**src/rtl/data_mem_pkg.sv**
```systemverilog
// Shared types for the CPU data-memory port with posted-write buffer.
// Holds the bus FSM encoding and the write-buffer entry width helper.
package data_mem_pkg;

    typedef enum logic [1:0] {
        IDLE = 2'd0,
        WR   = 2'd1,
        RD   = 2'd2
    } state_t;

    // One buffered store is packed as {addr, data, be}.
    function automatic int entry_w(input int aw, input int dw, input int bw);
        return aw + dw + bw;
    endfunction

endpackage

```
**src/rtl/wb_fifo.sv**
```systemverilog
// Synchronous FIFO backing the posted-write buffer.
// Ports: clk, reset (sync, active-low), push/din, pop/dout (head), full, empty, count.
module wb_fifo #(
    parameter int WIDTH = 8,
    parameter int DEPTH = 4,
    localparam int PW   = $clog2(DEPTH)
) (
    input  logic             clk,
    input  logic             reset,
    input  logic             push,
    input  logic [WIDTH-1:0] din,
    input  logic             pop,
    output logic [WIDTH-1:0] dout,
    output logic             full,
    output logic             empty,
    output logic [PW:0]      count
);

    logic [WIDTH-1:0] mem [DEPTH];
    logic [PW-1:0]    head;
    logic [PW-1:0]    tail;
    logic             do_push;
    logic             do_pop;

    assign full    = (count == (PW+1)'(DEPTH));
    assign empty   = (count == '0);
    assign do_push = push & ~full;
    assign do_pop  = pop & ~empty;
    assign dout    = mem[head];

    always_ff @(posedge clk) begin
        if (!reset) begin
            head  <= '0;
            tail  <= '0;
            count <= '0;
        end else begin
            if (do_push) tail <= tail + PW'(1);
            if (do_pop)  head <= head + PW'(1);
            count <= count + {{PW{1'b0}}, do_push} - {{PW{1'b0}}, do_pop};
        end
    end

    always_ff @(posedge clk) begin
        if (do_push) mem[tail] <= din;
    end

endmodule

```
**src/rtl/data_mem_wb.sv**
```systemverilog
// CPU MEM-stage port to the shared memory bus with a posted-write buffer.
// Ports: CPU side (addr,data,be,we,re,hold -> q,busy,wb_empty), bus side (bus_* ).
import data_mem_pkg::*;

module data_mem_wb #(
    parameter int DATA_W   = 32,
    parameter int ADDR_W   = 32,
    parameter int WB_DEPTH = 4,
    parameter int BE_W     = DATA_W / 8
) (
    input  logic              clk,
    input  logic              reset,
    input  logic [ADDR_W-1:0] addr,
    input  logic [DATA_W-1:0] data,
    input  logic [BE_W-1:0]   be,
    input  logic              we,
    input  logic              re,
    input  logic              hold,
    output logic [DATA_W-1:0] q,
    output logic              busy,
    output logic              wb_empty,
    output logic [ADDR_W-1:0] bus_addr,
    output logic [DATA_W-1:0] bus_data,
    output logic [BE_W-1:0]   bus_be,
    output logic              bus_we,
    output logic              bus_start,
    input  logic [DATA_W-1:0] bus_q,
    input  logic              bus_done,
    input  logic              bus_ready
);

    localparam int EW = entry_w(ADDR_W, DATA_W, BE_W);
    localparam int CW = $clog2(WB_DEPTH) + 1;

    state_t            state;
    state_t            state_n;
    logic [EW-1:0]     head;
    logic [CW-1:0]     count;
    logic              full;
    logic              empty;
    logic              push;
    logic              pop;
    logic              load_go;
    logic              rd_done;
    logic              latch_wr;
    logic              latch_rd;
    logic [DATA_W-1:0] qreg;

    // Full is the registered count, so a same-cycle pop never frees a slot.
    assign push    = we & ~hold & ~full;
    // A store in the same cycle takes precedence; the load is not launched.
    assign load_go = re & ~we & ~hold & bus_ready & empty & (state == IDLE);

    wb_fifo #(
        .WIDTH (EW),
        .DEPTH (WB_DEPTH)
    ) u_fifo (
        .clk   (clk),
        .reset (reset),
        .push  (push),
        .din   ({addr, data, be}),
        .pop   (pop),
        .dout  (head),
        .full  (full),
        .empty (empty),
        .count (count)
    );

    always_comb begin
        state_n  = state;
        pop      = 1'b0;
        rd_done  = 1'b0;
        latch_wr = 1'b0;
        latch_rd = 1'b0;
        unique case (state)
            IDLE: begin
                // Draining has priority so loads stay behind older stores.
                if (!empty && bus_ready) begin
                    state_n  = WR;
                    latch_wr = 1'b1;
                end else if (load_go) begin
                    state_n  = RD;
                    latch_rd = 1'b1;
                end
            end
            WR: begin
                if (bus_done) begin
                    state_n = IDLE;
                    pop     = 1'b1;
                end
            end
            RD: begin
                if (bus_done) begin
                    state_n = IDLE;
                    rd_done = 1'b1;
                end
            end
            default: state_n = IDLE;
        endcase
    end

    always_ff @(posedge clk) begin
        if (!reset) begin
            state <= IDLE;
        end else begin
            state <= state_n;
        end
    end

    always_ff @(posedge clk) begin
        if (!reset) begin
            bus_start <= 1'b0;
            bus_we    <= 1'b0;
            bus_addr  <= '0;
            bus_data  <= '0;
            bus_be    <= '0;
            qreg      <= '0;
        end else begin
            bus_start <= latch_wr | latch_rd;
            if (latch_wr) begin
                bus_addr <= head[EW-1 -: ADDR_W];
                bus_data <= head[BE_W +: DATA_W];
                bus_be   <= head[BE_W-1:0];
                bus_we   <= 1'b1;
            end
            if (latch_rd) begin
                bus_addr <= addr;
                bus_be   <= '1;
                bus_we   <= 1'b0;
            end
            if (rd_done) qreg <= bus_q;
        end
    end

    assign busy     = (we & full) | (~we & re & ~rd_done);
    assign q        = rd_done ? bus_q : qreg;
    assign wb_empty = (count == '0) & (state == IDLE);

endmodule

```
**config.mk**
```make
export PLATFORM = sky130hd
export DESIGN_NAME = data_mem_wb
export DESIGN_NICKNAME = d
export VERILOG_FILES = /design/src/rtl/data_mem_pkg.sv /design/src/rtl/wb_fifo.sv /design/src/rtl/data_mem_wb.sv
export SDC_FILE = /design/constraint.sdc
export NUM_CORES = 1
export LEC_CHECK = 0
export ABC_AREA = 1
export BUFFER_PORTS_ARGS = -buffer_cell sky130_fd_sc_hd__buf_2
export CORE_ASPECT_RATIO = 2
export CORE_UTILIZATION = 40
export DETAILED_ROUTE_END_ITERATION = 12
export REMOVE_ABC_BUFFERS = 1
export SYNTH_ARGS = -nofsm -noshare
export SYNTH_HDL_FRONTEND = slang
export SYNTH_SLANG_ARGS = --single-unit
```
**constraint.sdc**
```tcl
create_clock -name clk -period 10.5 [get_ports clk]
set_clock_uncertainty 0.1 [all_clocks]
set_input_delay 2.1 -clock clk [delete_from_list [all_inputs] [get_ports clk]]
set_output_delay 2.1 -clock clk [all_outputs]
set_load 0.02 [all_outputs]
```
Yosys cells after proc, flatten, opt, wreduce, memory -nomap -nowiden:

Memory sizes are Yosys's and may differ from the RTL's. A register that Yosys moved wholly into a read port is not among the register bits.
Cells that the tools add are included.

* memories: 1
* ROM bits: 0
* output and inout port bits: 104
* flip-flop bits (word level): 111
* RAM bits: 272
* logic and storage cells: 69
* input port bits: 107
* bits in latches: 0

* bitwise logic cells: 20
* add/sub/neg operators: 4
* magnitude comparators: 0
* $mul: 0
* reductions and logical operators: 8
* multiplexer cells: 21
* equal/unequal tests: 5
* shift operators: 0
* divide/modulo/power cells: 0

Memory list
* u_fifo.mem: words 4, width 68, read ports 1, clocked after Yosys merged registers in 1, wr ports 1, line wb_fifo.sv:19 `logic [WIDTH-1:0] mem [DEPTH];`

Operator list (number)
* two-way mux 32 bit: 3
* AND 1 bit: 12
* two-way mux 1 bit: 10
* two-way mux 2 bit: 5
* two-way mux 4 bit: 2
* inverter 1 bit: 6
* adder 2 x 1 -> 2 bit (second input constant): 2
* one-hot mux 2 bit (2 select lines): 1
* OR reduction 2 bit: 2
* adder 3 x 1 -> 3 bit: 1
* equality test 3 bit (second input constant): 1
* logical NOT 3 bit: 1
* inequality test 3 x 2 -> 1 bit (second input constant): 1
* subtractor 3 x 1 -> 3 bit: 1
* equality test 2 x 1 -> 1 bit (second input constant): 1
* equality test 2 bit (second input constant): 1
* logical NOT 2 bit: 1
* inequality test 2 x 1 -> 1 bit (second input constant): 1
* OR 1 bit: 2
* AND reduction 2 bit: 1
* nonzero test 2 bit: 1
* logical AND 1 bit: 1
* logical NOT 1 bit: 1

Longest topological paths before layout:

* depth after elaboration: 10
* depth in mapped cells: 12
* depth with buffers taken out: 12

By module:

A second synthesis with hierarchy kept.

* cell total of the unflattened synthesis: 1337
* area, all modules: 14966.9 um^2

Modules (own cells, without submodules)
* wb_fifo: sequential area each 8348.0 um^2, times used 1, area an instance 10536.4 um^2, cells an instance 725
* data_mem_wb: sequential area each 2082.0 um^2, times used 1, area an instance 4430.5 um^2, cells an instance 612

Worst setup path before layout:

Ideal clock, no wire load.

* kind: input to register
* start: in hold
* end: mem u_fifo.mem[0][0] in the netlist's numbering, enable pin
* stages: 3
* path slack: 4661 ps
* buffers on the path: 0
* data required time: 9905 ps
* data arrival time: 5244 ps
* setup time: 495 ps
* cell sequence: inv_1 nand3_1 nor2_1

* cells in the longest elaborated chain, start to end: 6

RTL lines
* from (decl): line data_mem_wb.sv:18 `input logic hold,`
* inverter 1 bit: line data_mem_wb.sv:50 `assign push = we & ~hold & ~full;`
* AND 1 bit (2 in series): line data_mem_wb.sv:50
* AND 1 bit: line wb_fifo.sv:27 `assign do_push = push & ~full;`
* two-way mux 1 bit: line wb_fifo.sv:44 `if (do_push) mem[tail] <= din;`
* two-way mux 1 bit (not written as such): line wb_fifo.sv:44
* to (decl): line wb_fifo.sv:19

No other way between the ends.

Worst setup path after layout:

* start: in bus_done
* end: out q[20]

* cells in the longest elaborated chain, start to end: 3

RTL lines
* from (decl): line data_mem_wb.sv:28 `input logic bus_done,`
* two-way mux 1 bit: line data_mem_wb.sv:93 `if (bus_done) begin`
* two-way mux 1 bit: line data_mem_wb.sv:75 `unique case (state)`
* two-way mux 32 bit
* to (decl): line data_mem_wb.sv:19 `output logic [DATA_W-1:0] q,`

No other way between the ends.

==> impl_metrics.yaml <==
outcome:
  status: "completed"
drt:
  wl_per_cell_um: 16.6
  wl_um: 35300
  first_pass_iters: 4
  drtIter0Drc: 483
  viasPerCell: 4.99
  drcViolationCount: 0
  dr_total_vias: 10600
  ant_nets: 0
critical_path:
  max_stage_delay_ns: 0.61
  crit_family: "simple AND/OR/NAND/NOR gates"
  path_class: "in -> out"
  arrival_ns: 4.15
  required_ns: 8.30
  crit_path_top_delay_cell: "nand2_1"
  crit_buf_inv: 4
  path_max_fanout: 34
  path_cells: "buf_2, nand2_1, inv_1, or2_2, o21ai_0, inv_1, buf_2"
  cp-start-kind: "primary input"
  end_kind: "primary output"
sta:
  finalSetupTns_ns: 0
  worstMarginPinSlew_ns: 0.905
  fmax_mhz: 157
  slew_headroom_pct: 39.7
  final-max-slew-violation-count: 0
  min_period_ns: 6.35
  fin_crit_sh_pct: 60.5
  grt_setup_unrepaired: "no"
  setup_viol: 0
  hold_viol_final: 0
grt:
  grt_usage_pct: 18.4
  first_global_vias: 10600
  overflow: 0
  antenna_found_initial: 2
  grt_max_degree: 77
  grt_pass1_wl_um: 55500
final_layout:
  layout-drive-gt1-share_pct: 19.6
  area_growth_pct: 16.6
  fillers: 3458
  fin_nets: 1751
clocking:
  cts_resized: 0
  cts_buffer_depth: 3
  insertion_delay_ns: 0.53
  cts_tree: "done"
  clkTransAtPathRegs_ns: 0.06
  cts_hold_buf: 0
  numClockSinks: 385
  cts_buffers: 36
  clockRootBuffer: "clkbuf_16"
  cts.htree.levels: 2
  postCtsSetupRepairBufs: 0
hold_path:
  hold_class: "reg -> reg"
job:
  max_cap_viol_count: 0
pwr:
  p_per_area_nw_per_um2: 199
  leakage_nw: 7.57
  vdd_ir_drop_max_uv: 152
  total_power_w: 0.00354
synthesis:
  syn_area_per_cell_sq_um: 10.5
  synth_seq_area_share_pct: 68.5
  synthArstFlopShare_pct: 0
  syn-cell-area_sq_um: 15200
  synth_edf_count: 272
  ys.flop_type: "edfxtp_1"
  synth-seq-cells: 385
  syn_inst: 1454
  synth.distinct_cells: 25
  yosys_warnings: 0
placed_design:
  place_congestion: 0.701
  portBuffers: 210
  dp_hpwl_um: 20300
floorplanning:
  die_area_sq_um: 38900
  num_io_pins: 211
  dieWidth_um: 140
  initial_core_util_pct: 40.7
  num_rows: 100
  core_area_sq_um: 37400
  die_y_um: 278
==> registers in the layout, indices dropped and copies added, names as in the netlist, named ones only <==
name / cells
bus_addr: 32
qreg: 32
u_fifo.mem: 272
u_fifo.count: 3
bus_data: 32
bus_be: 4
bus_we: 1
u_fifo.head: 2
state: 2
u_fifo.tail: 2
bus_start: 1
==> cell usage in the layout, fill, tap and decap left out, types with 3 or more instances in the layout <==
cell       instances
nand3b_1          32
o21ai_0          154
nor2_1           260
clkbuf_1           8
nand3_1           77
nor2_4             4
clkinv_1           3
clkbuf_16         37
ha_1               9
nand2_1          260
inv_2              5
inv_1             88
buf_4             16
edfxtp_1         272
dfxtp_1          111
a21oi_1           45
or2_2             32
o21ai_1           11
o21a_1             3
buf_2            210
clkinv_2           6
==> Yosys cell counts (2+ instances only) <==
library cell | instances | share of area [%]
nand2_1 | 260 | 6.4
o21ai_1 | 11 | 0.36
buf_6 | 3 | 0.22
ha_1 | 9 | 0.74
buf_2 | 29 | 0.95
buf_4 | 6 | 0.30
nand3_1 | 77 | 2.5
clkbuf_1 | 45 | 1.1
nand3_2 | 2 | 0.13
o21ai_0 | 154 | 5.1
dfxtp_1 | 113 | 15
inv_1 | 84 | 2.1
o21a_1 | 3 | 0.15
nand3b_1 | 32 | 1.6
a21oi_1 | 45 | 1.5
nor2_1 | 264 | 6.5
edfxtp_1 | 272 | 54
inv_2 | 7 | 0.17
or2_2 | 32 | 1.3
==> final cells by class <==
| class | instances | area (sq um) | share of cell area, % |
|---|---|---|---|
| antenna | 2 | 5.00 | 0.0282 |
| clock buffer | 47 | 983 | 5.54 |
| clock inverter | 19 | 133 | 0.748 |
| inverter | 91 | 345 | 1.95 |
| multi-input combinational | 894 | 4100 | 23.1 |
| sequential | 385 | 10400 | 58.8 |
| tap | 459 | 574 | 3.24 |
| timing repair buffer | 226 | 1170 | 6.60 |
==> power breakdown <==
group          total (W)  internal (W)  switching, W
Clock            0.00125      0.000692      0.000556
Sequential       0.00178       0.00173     0.0000423
Combinational   0.000515      0.000169      0.000345
==> per-stage QoR <==
step           hold WS (ns)  area, sq um  utilization [%]  setup WS [ns]  cells
2_1_floorplan         0.333        14800                -           4.66   1370
3_3_place_gp          0.341        16600             44.4           4.23   2055
3_5_place_dp          0.349        16600             44.4           4.11   2055
4_1_cts               0.363        17700             47.4           4.11   2121
5_1_grt               0.383        17700             47.4           3.76   2122
6_report              0.358        17700             47.4           4.15   2123
==> final timing paths <==
check | startpoint | to | slack [ns] | cells after the start
hold / removal | bus_be[1]$_SDFFE_PN0P_ | bus_be[1]$_SDFFE_PN0P_ | 0.36 | 1
setup / recovery | bus_done | q[20] | 4.15 | 7
setup reg to reg | state[1]$_SDFFE_PN0P_ | bus_addr[3]$_SDFFE_PN0P_ | 7.33 | 8
hold reg to reg | bus_be[1]$_SDFFE_PN0P_ | bus_be[1]$_SDFFE_PN0P_ | 0.36 | 1
==> layer usage <==
layer | vias to the layer above | GRT usage, % | wire (um)
li1 | 5202 | - | -
met1 | 5009 | 19.7 | 13900
met2 | 295 | 34.9 | 18700
met3 | 78 | 2.83 | 1480
met4 | 2 | 8.40 | 1250
met5 | - | 0 | 13
==> worst reg2reg max path: stages, from the launching register on <==
cell and delay, ns:
dfxtp_1 0.32, inv_1 0.10, ha_1 0.32, nand3_4 0.51
inv_2 0.58, buf_4 0.64, nand2_1 0.15, a21oi_1 0.28
nor2_1 0.06
==> cells by family (layout without fill, tap and decap cells) <==
group	count (synthesis)	after routing	share of synthesized area [%]
buffers and inverters	175	383	4.85
adders and majority gates	10	10	0.872
DFF	385	385	68.5
other	0	2	0
and+or+nand+nor	669	669	18.6
AOI/OAI and AO/OA	214	214	7.12
xor gates and xnor gates	1	1	0.0576
No activity file was read; power rests on OpenSTA's default activity.
